==> src/rtl/path_delay_ao.sv <==
// path_delay_ao: clocked OR-AND gate in which every input pin passes through its
// own runtime-programmable delay channel (transport or inertial). It also counts
// the pulses that inertial filtering swallows.
module path_delay_ao #(
  parameter int unsigned N_OR    = 2,
  parameter int unsigned N_AND   = 2,
  parameter int unsigned DLY_W   = 4,
  parameter int unsigned DEF_DLY = 1,
  localparam int unsigned NCH    = N_OR + N_AND,
  localparam int unsigned SEL_W  = $clog2(NCH)
) (
  input  logic             clock,
  input  logic             reset_n,
  input  logic [N_OR-1:0]  or_in,
  input  logic [N_AND-1:0] and_in,
  input  logic             cfg_we,
  input  logic [SEL_W-1:0] cfg_sel,
  input  logic [DLY_W-1:0] cfg_dly,
  input  logic             cfg_inertial,
  output logic             out,
  output logic [15:0]      filt_cnt
);

  localparam int unsigned MAX_DLY = (2 ** DLY_W) - 1;
  // q itself captures the value entering the last used stage, so the stored
  // line only needs MAX_DLY-1 stages behind the live pin.
  localparam int unsigned SR_LEN  = (MAX_DLY > 1) ? (MAX_DLY - 1) : 1;
  localparam int unsigned RS_W    = $clog2(NCH + 1);
  localparam int unsigned FC_W    = 16;
  localparam logic [DLY_W-1:0] DLY_RST = DLY_W'(DEF_DLY);
  localparam logic [DLY_W-1:0] DLY_ONE = DLY_W'(1);

  logic [NCH-1:0] w_pin;
  logic [NCH-1:0] w_q;
  logic [NCH-1:0] w_rej;

  // Channel order: OR pins first, then AND pins.
  assign w_pin = {and_in, or_in};

  for (genvar c = 0; c < NCH; c++) begin : g_ch
    logic [DLY_W-1:0]   r_dly;
    logic [DLY_W-1:0]   w_dly_nxt;
    logic               r_mode;
    logic               w_mode_nxt;
    logic               r_q;
    logic               w_q_nxt;
    logic [SR_LEN-1:0]  r_sr;
    logic [SR_LEN-1:0]  w_sr_nxt;
    logic [DLY_W-1:0]   r_cnt;
    logic [DLY_W-1:0]   w_cnt_nxt;
    logic [DLY_W-1:0]   w_cnt_inc;
    logic [MAX_DLY-1:0] w_line;
    logic               w_wr;
    logic               w_rej_c;

    // Channel selected for a config write; out-of-range selects match nothing.
    assign w_wr      = cfg_we && (cfg_sel == SEL_W'(c));
    assign w_cnt_inc = r_cnt + DLY_ONE;

    // Transport line as it stands this edge: live pin at tap 0, stored stages after.
    always_comb begin
      w_line    = '0;
      w_line[0] = w_pin[c];
      for (int k = 1; k < int'(MAX_DLY); k++) begin
        w_line[k] = r_sr[k-1];
      end
    end

    // Next channel state: config write wins over sampling; else transport or inertial step.
    always_comb begin
      w_dly_nxt  = r_dly;
      w_mode_nxt = r_mode;
      w_q_nxt    = r_q;
      w_sr_nxt   = w_line[SR_LEN-1:0];
      w_cnt_nxt  = r_cnt;
      w_rej_c    = 1'b0;
      if (w_wr) begin
        w_dly_nxt  = (cfg_dly == '0) ? DLY_ONE : cfg_dly;
        w_mode_nxt = cfg_inertial;
        w_cnt_nxt  = '0;
        w_sr_nxt   = {SR_LEN{r_q}};
      end else if (!r_mode) begin
        w_q_nxt   = w_line[r_dly - DLY_ONE];
        w_cnt_nxt = '0;
      end else if (w_pin[c] == r_q) begin
        w_cnt_nxt = '0;
        w_rej_c   = (r_cnt != '0);
      end else if (w_cnt_inc == r_dly) begin
        w_q_nxt   = w_pin[c];
        w_cnt_nxt = '0;
      end else begin
        w_cnt_nxt = w_cnt_inc;
      end
    end

    // Channel registers.
    always_ff @(posedge clock or negedge reset_n) begin
      if (!reset_n) begin
        r_dly  <= DLY_RST;
        r_mode <= 1'b0;
        r_q    <= 1'b0;
        r_sr   <= '0;
        r_cnt  <= '0;
      end else begin
        r_dly  <= w_dly_nxt;
        r_mode <= w_mode_nxt;
        r_q    <= w_q_nxt;
        r_sr   <= w_sr_nxt;
        r_cnt  <= w_cnt_nxt;
      end
    end

    assign w_q[c]   = r_q;
    assign w_rej[c] = w_rej_c;
  end

  logic [RS_W-1:0] w_rej_sum;
  logic [FC_W:0]   w_filt_sum;
  logic [FC_W-1:0] r_filt;

  // Number of channels rejecting a pulse this edge, added with a carry bit for saturation.
  always_comb begin
    w_rej_sum = '0;
    for (int c = 0; c < int'(NCH); c++) begin
      w_rej_sum = w_rej_sum + RS_W'(w_rej[c]);
    end
    w_filt_sum = {1'b0, r_filt} + (FC_W+1)'(w_rej_sum);
  end

  // Saturating rejected-pulse counter.
  always_ff @(posedge clock or negedge reset_n) begin
    if (!reset_n) begin
      r_filt <= '0;
    end else begin
      r_filt <= w_filt_sum[FC_W] ? '1 : w_filt_sum[FC_W-1:0];
    end
  end

  assign filt_cnt = r_filt;
  assign out      = (|w_q[N_OR-1:0]) | (&w_q[NCH-1:N_OR]);

endmodule

==> config.mk <==
export PLATFORM = sky130hd
export DESIGN_NAME = path_delay_ao
export DESIGN_NICKNAME = d
export VERILOG_FILES = /design/src/rtl/path_delay_ao.sv
export SDC_FILE = /design/constraint.sdc
export NUM_CORES = 1
export LEC_CHECK = 0
export CORE_UTILIZATION = 24
export CTS_CLUSTER_SIZE = 40
export DETAILED_ROUTE_END_ITERATION = 8
export PLACE_DENSITY = 0.45
export SLEW_MARGIN = 30
export SYNTH_ARGS = -nofsm -noshare
export SYNTH_HDL_FRONTEND = slang
export SYNTH_SLANG_ARGS = --single-unit
==> constraint.sdc <==
create_clock -name clock -period 3.6 [get_ports clock]
set_input_delay 0.36 -clock clock [delete_from_list [all_inputs] [get_ports clock]]
set_output_delay 0.36 -clock clock [all_outputs]
set_load 0.02 [all_outputs]
==> results of run 1 <==
registers in the layout (all words and copies together) (netlist names):
register and flops:
g_ch.r_q 4, g_ch.r_dly 16, filt_cnt 16, g_ch.r_sr 56, g_ch.r_cnt 16, g_ch.r_mode 4
layout make-up:
class / count / area (um^2)
tap: 285 / 357
fill: 2378 / 16200
timing repair buffer: 44 / 407
multi-input combinational: 380 / 2490
inverter: 32 / 120
clock buffer: 10 / 239
sequential: 112 / 2810
clock inverter: 6 / 101
stage by stage:
stage               util, %  setup TNS [ns]
detailed placement     27.2           -1.04
floorplan                 -               0
global placement       27.2          -0.337
CTS                    28.7               0
finish                 28.7               0
global route           28.7               0
placed cells by master (no fill, tap or decap), types with 5 or more instances in the layout:
cell type	netlist	routed
clkbuf_16	0	9
o21ai_0	11	11
nand2_1	129	129
mux2_2	10	10
xnor2_1	27	27
clkdlybuf4s50_1	0	29
a21o_1	15	15
ha_1	13	13
and3_1	5	5
nor3_1	9	9
xor2_1	27	27
a31oi_1	6	6
mux2i_1	13	13
inv_1	32	32
buf_4	3	14
nor2_1	28	28
nand3_1	20	20
nor2b_1	8	8
dfrtp_1	108	108
power by group:
part	internal, mW	switching (mW)	total, mW
registers	1.53	0.248	1.78
clock network	0.642	0.484	1.13
logic	0.503	0.553	1.06
total	2.68	1.28	3.96
logic make-up (layout without fill, tap and decap cells):
logic type	Yosys count	in the layout	synth area share, %
adders and majority gates	16	16	4.00
DFF	112	112	50.5
and+or+nand+nor	222	222	17.8
AOI/OAI and AO/OA	61	61	8.50
buffers and inverters	58	92	4.75
muxes	27	27	5.98
xor gates and xnor gates	54	54	8.50
worst max-delay path by stage:
stage	end	slack [ns]
final	filt_cnt[14]$_DFF_PN0_	0.25
after global routing	filt_cnt[5]$_DFF_PN0_	0.08
after CTS	filt_cnt[14]$_DFF_PN0_	0.24
after detailed placement	filt_cnt[14]$_DFF_PN0_	-0.13
after global placement	filt_cnt[5]$_DFF_PN0_	-0.08
after floorplan	filt_cnt[2]$_DFF_PN0_	0.39
cells in the mapped netlist, drive strengths merged, types with 5 or more instances:
cell type / instances
nand2: 129
dfrtp: 108
inv: 32
nor2: 29
xnor2: 27
xor2: 27
nand3: 21
a21o: 15
buf: 15
ha: 13
mux2i: 13
clkbuf: 11
o21ai: 11
mux2: 10
nor3: 9
nor2b: 8
a31oi: 6
and3: 5
worst max-delay path, stage by stage:
cell and delay [ns]:
clkdlybuf4s50_1 0.52, or3b_1 0.15, nand2_1 0.08, a211o_1 0.27, fa_1 0.51, inv_1 0.09, fa_1 0.47, fa_1 0.41
and3_1 0.18, and2_1 0.16, buf_4 0.15, a31oi_1 0.17, a31oi_1 0.05
metal layers:
layer | up-vias | part of all wire [%] | wire length [um] | track usage, %
met4 | 0 | 1.1 | 133 | 3.24
met1 | 1895 | 49 | 5930 | 14.7
met5 | - | 0 | 0 | 0
li1 | 1890 | - | - | -
met3 | 9 | 4.7 | 564 | 2.72
met2 | 67 | 45 | 5380 | 16.7
==> key figures, run 1 <==
Drt
  • Antenna-violating nets left: 0
  • Via/cell ratio: between 4 and 5
  • TritonRoute pass-1 iters: 4
  • WL/cell: 13.8 um
  • Final wirelength: 12.0 mm
  • Via Count: 3,861
  • DRC Markers: 0
  • DRT iter0 DRCs: between 100 and 150

Worst setup path
  • Worst EP required: between 3 and 4 ns
  • Crit. End Element: flop
  • R2R setup slack: a little over 0.3 ns
  • Reg2reg end: filt_cnt[14]$_DFF_PN0_
  • Critical path type: primary input to flop
  • R2R Path Start: g_ch[0].r_cnt[0]$_DFF_PN0_
  • R2R depth: 12
  • CP Launch Point: cfg_sel[1]
  • CP max FO: 5
  • CP startpoint kind: primary input
  • Crit path DAT: roughly 3.6 ns

Logic synthesis
  • Top-area cell type share of the netlist area: 48.6%
  • EDFF count, synth: 0
  • Syn Nets: 580
  • Sequential fraction of the synthesis area: 50.5%
  • Synth Warn #: 0
  • Synth area leader: dfrtp_1
  • Post-synth ARST share: 100%
  • Mapped Avg Cell Area: 10.1 um^2
  • Largest cells by area after synthesis: dfrtp_1 (49%), nand2_1 (8.7%), xnor2_1 (4.3%)
  • Mapped Area: approximately 0.0056 mm^2
  • Ys flop type: dfrtp_1
  • Flops & latches, synth: 112
  • Synth unique cells: 46
  • Cells after synthesis: 550

Run
  • Max-Cap Viols: 0

Finish
  • Non-filler instance count after layout: between 800 and 900
  • Ant. Diodes: 0
  • Layout cells sized above 1: under 10%
  • Total Nets Final: roughly 600
  • Final Cell Area: approximately 0.0065 mm^2
  • Synth-to-Final Area Change: 17.3%

Floorplan
  • I/O pins: 31
  • Site row count: 55
  • Die H: between 150 and 200 um
  • Die Area: 0.0238 mm^2
  • Chip Width: 154 um
  • Initial core utilization: 24.5%
  • Core Box Area: 0.0227 mm^2

STA
  • Tcrit/Tclk final: a little over 90%
  • RSZ-0062 raised after global routing: no
  • Clock Skew: 0.00996 ns
  • Final Hold Fails: 3
  • Slew margin rel.: 58.3%
  • Fin crit period: 3.35 ns
  • Worst Hold Slack: -0.0139 ns
  • Max Fclk: 298 MHz
  • Setup WS post-layout: approximately 0.25 ns
  • Final setup fails: 0
  • Measured slew at the worst slew-check pin: 0.623 ns
  • Slew Limit Fails: 0

Clock network
  • Clock Pin Slew Worst Setup and Hold Paths: 0.08 ns
  • H-tree levels: 3
  • TritonCTS clock tree: yes
  • Clock Sink Count: 112
  • Hold_buf cts: 0
  • CTS root buffer: clkbuf_16
  • Number of setup buffers added after CTS: 0
  • Max clock buf depth: 2
  • CTS Buf Count: 9
  • Clk_lat worst skew: 0.35 ns
  • Cells resized by post-CTS repair: 0

Status
  • Outcome: finished, violations left
  • Violations in the final reports: hold timing

Global routing
  • Initial antenna violation count: 0
  • Largest net degree at the start of global routing: 65
  • First-pass GRT wire length: ~20 mm
  • Vias in the first global route: between 3,000 and 4,000
  • Total GRT Usage: approximately 11%
  • Overflow left after global routing: 0

Placement
  • Placed instance count: ~850
  • PortBufs: 30
  • DP Worst Slack: -0.131 ns
  • Detailed Place HPWL: ~8.5 mm
  • Placer congestion estimate: 0.800
  • Post-Place Cell Area: 0.00618 mm^2

Power
  • Worst IR Drop VDD: 0.000226 V
  • Static Leakage: ~3.2 nW
  • Post-layout total power: about 4 mW
  • Power Density: 608 mW/mm^2

Worst hold path
  • Worst hold path class: primary input to asynchronous set/reset pin
Power figures use the tool's default switching activity.
==> run 2, diff against run 1 <==
Settings changed: ABC_CLOCK_PERIOD_IN_PS from default to 3600, GPL_ROUTABILITY_DRIVEN from default to 0, GPL_TIMING_DRIVEN from default to 0.
==> run 2 against run 1 <==
Compared with the run above:
- combinational power is 4% higher
- via count is 0.26% lower
- maximum frequency is 3.3% lower
- the flow now finishes without violations
- critical path depth is 2 higher
- clock skew is 0.0019 ns lower
- worst hold slack better by 0.47 ns
- die area stayed put
- flip-flop and latch count stayed put
- setup slack worse by 0.11 ns
- count of clock-buffer cells in the layout stayed put
- clock power is 19% lower
==> key figures, run 2 (synthesis results as in run 1) <==
Floorplan
  • Die Area: 0.0238 mm^2 (unchanged)
  • Die H: 154 um (unchanged)
  • Chip Width: 154 um (unchanged)
  • I/O pins: 31 (unchanged)
  • Site row count: 55 (unchanged)
  • Core Box Area: 0.0227 mm^2 (unchanged)
  • Initial core utilization: 24.5% (unchanged)

Drt
  • TritonRoute pass-1 iters: 4 (unchanged)
  • Via Count: 3,851 (-0.26%)
  • Via/cell ratio: 4.37 (-1.7%)
  • Antenna-violating nets left: 0 (unchanged)
  • DRT iter0 DRCs: 158 (+46%)
  • WL/cell: 13.6 um (-1.8%)
  • DRC Markers: 0 (unchanged)
  • Final wirelength: 12.0 mm (-0.31%)

Power
  • Comb power frac: 29.3% (+2.7 points)
  • Switching Power: 1.25 mW (-3.0%)
  • Static Leakage: 3.15 nW (-0.22%)
  • Internal Power: 2.52 mW (-6.1%)
  • Power Density: 576 mW/mm^2 (-5.2%)
  • Worst IR Drop VDD: 0.000201 V (-11%)
  • Sw Share: 33.1% (+0.72 points)
  • Seq pwr share: 46.4% (+1.5 points)
  • Clk pwr share: 24.3% (-4.1 points)

Worst setup path
  • Critical path type: primary input to flop
  • Crit. End Element: flop
  • R2R setup slack: 0.25 ns (-0.06 ns)
  • CP startpoint kind: primary input
  • Crit path DAT: 3.70 ns (+0.11 ns)
  • CP max FO: 10 (+5)
  • Worst EP required: 3.84 ns (about the same)

Finish
  • Most frequent cells in the layout: nand2_1 (129), dfrtp_1 (108), inv_1 (32)
  • Final Cell Area: 0.00653 mm^2 (+0.12%)
  • Most flop-heavy register: g_ch.r_sr
  • Ant. Diodes: 0 (unchanged)
  • Layout cells sized above 1: 10.1% (+0.46 points)
  • Most common cell after layout, fill and taps aside: nand2_1
  • Max FFs per register: 56 (unchanged)
  • Filler Cells Inserted: 2,344 (-1.4%)
  • Total Nets Final: 623 (+2.3%)
  • Non-filler instance count after layout: 882 (+1.5%)
  • Synth-to-Final Area Change: 17.4%

Placement
  • DP Worst Slack: -0.593 ns (-0.462 ns)
  • Post-Place Cell Area: 0.00625 mm^2 (+1.2%)
  • Detailed Place HPWL: 8.43 mm (-0.60%)
  • PortBufs: 30 (unchanged)
  • Placed instance count: 866 (+1.5%)

Global routing
  • Total GRT Usage: 11.0% (+0.19 points)
  • First-pass GRT wire length: 20.7 mm (+1.8%)
  • Initial antenna violation count: 0 (unchanged)
  • Largest net degree at the start of global routing: 82 (+26%)
  • Vias in the first global route: 3,981 (+1.3%)
  • Overflow left after global routing: 0 (unchanged)

Clock network
  • Max clock buf depth: 2 (unchanged)
  • Clock Pin Slew Worst Setup and Hold Paths: 0.06 ns (-0.02 ns)
  • H-tree levels: 3 (unchanged)
  • Clock Sink Count: 112 (unchanged)
  • CTS root buffer: clkbuf_16
  • Clk_lat worst skew: 0.35 ns (about the same)
  • Number of setup buffers added after CTS: 0 (unchanged)
  • TritonCTS clock tree: yes
  • CTS Buf Count: 9 (unchanged)

STA
  • Max Fclk: 289 MHz (-3.3%)
  • Setup WS post-layout: 0.135 ns (-0.114 ns)
  • Final Hold Fails: 0 (-3)
  • Final setup fails: 0 (unchanged)
  • Slew margin rel.: 70.7% (+12 points)
  • RSZ-0062 raised after global routing: no
  • Sum of negative setup slack: 0 ns (unchanged)
  • Slew Limit Fails: 0 (unchanged)
  • Clock Skew: 0.00809 ns (-0.00188 ns)
  • Measured slew at the worst slew-check pin: 0.428 ns (-0.195 ns)
  • Fin crit period: 3.46 ns (+0.114 ns)
  • Tcrit/Tclk final: 96.2% (+3.2 points)

Status
  • Outcome: complete, no violations

Run
  • Max-Cap Viols: 0 (unchanged)

Worst hold path
  • Worst hold path class: primary input to asynchronous set/reset pin
-- run 2: changes by cell type in the layout (fill, tap and decap cells not counted), sizes merged --
cell,before,now
clkbuf,10,22
clkdlybuf4s50,29,26
dlygate4sd2,0,3
bufinv,2,0
clkinvlp,0,2
buf,15,16
dlygate4sd3,0,1
inv,34,33
-- run 2: stage by stage --
step	total power [mW]	utilization, %	hold WS (ns)
after detailed placement	2.88	27.5	0.248
after global placement	2.85	27.4	0.450
after CTS	3.84	28.7	0.452
final	3.76	28.7	0.457
after global routing	4.06	28.7	0.469
after floorplan	2.53	-	0.0644
-- run 2: path summary, 6_finish.rpt --
check | start | end | cells past startpoint
setup reg to reg | g_ch[2].r_q$_DFFE_PN0P_ | filt_cnt[4]$_DFF_PN0_ | 12
max in group asynchronous | reset_n | g_ch[2].r_dly[0]$_DFFE_PN1P_ | 3
hold reg to reg | g_ch[3].r_sr[10]$_DFF_PN0_ | g_ch[3].r_sr[11]$_DFF_PN0_ | 2
setup / recovery | cfg_we | filt_cnt[4]$_DFF_PN0_ | 15
min in group clock | g_ch[3].r_sr[10]$_DFF_PN0_ | g_ch[3].r_sr[11]$_DFF_PN0_ | 2
hold / removal | reset_n | filt_cnt[4]$_DFF_PN0_ | 2
-- run 2: cell type report --
| type | count | area (um^2) | area share, % |
|---|---|---|---|
| inverters | 32 | 120 | 1.84 |
| clock inverters | 5 | 33.8 | 0.517 |
| multi-input cells | 380 | 2500 | 38.2 |
| plain buffers | 26 | 146 | 2.24 |
| clock buffers | 10 | 229 | 3.51 |
| well taps | 285 | 357 | 5.46 |
| flip-flops and latches | 112 | 2810 | 43.0 |
| repair buffers | 32 | 339 | 5.19 |
-- run 2: routing by layer --
| layer | vias up | share of wire, % | track usage, % | wire length [um] |
|---|---|---|---|---|
| met3 | 17 | 3.8 | 2.80 | 459 |
| met5 | - | 0 | 0 | 0 |
| met4 | 0 | 1.7 | 3.95 | 209 |
| met1 | 1852 | 51 | 15.0 | 6060 |
| met2 | 63 | 44 | 16.6 | 5230 |
| li1 | 1919 | - | - | - |
-- run 2: critical path, stage by stage --
cell and delay [ns]:
dlygate4sd2_1 0.32, or3b_1 0.19, clkbuf_4 0.17, nand2_1 0.09, a211o_1 0.36, fa_1 0.52, inv_1 0.05, fa_2 0.41
fa_2 0.38, and3_2 0.23, and2_1 0.14, buf_4 0.15, nand3_2 0.12, buf_6 0.15, nand2_1 0.05
-- run 2: power by group through the flow --
stage,registers (mW),logic (mW),clock network [mW]
after floorplan,1.73,0.807,0
after global placement,1.77,1.09,0
after detailed placement,1.77,1.11,0
after CTS,1.75,1.12,0.971
after global routing,1.78,1.26,1.01
final,1.74,1.10,0.915
-- run 2: timing repair --
item,4_1_cts,5_1_grt
hold endpoints to repair,31,0
pin swaps,0,1
endpoints found under the setup margin,14,10
resized for setup,3,4
hold buffers,1,0
cloned,0,0
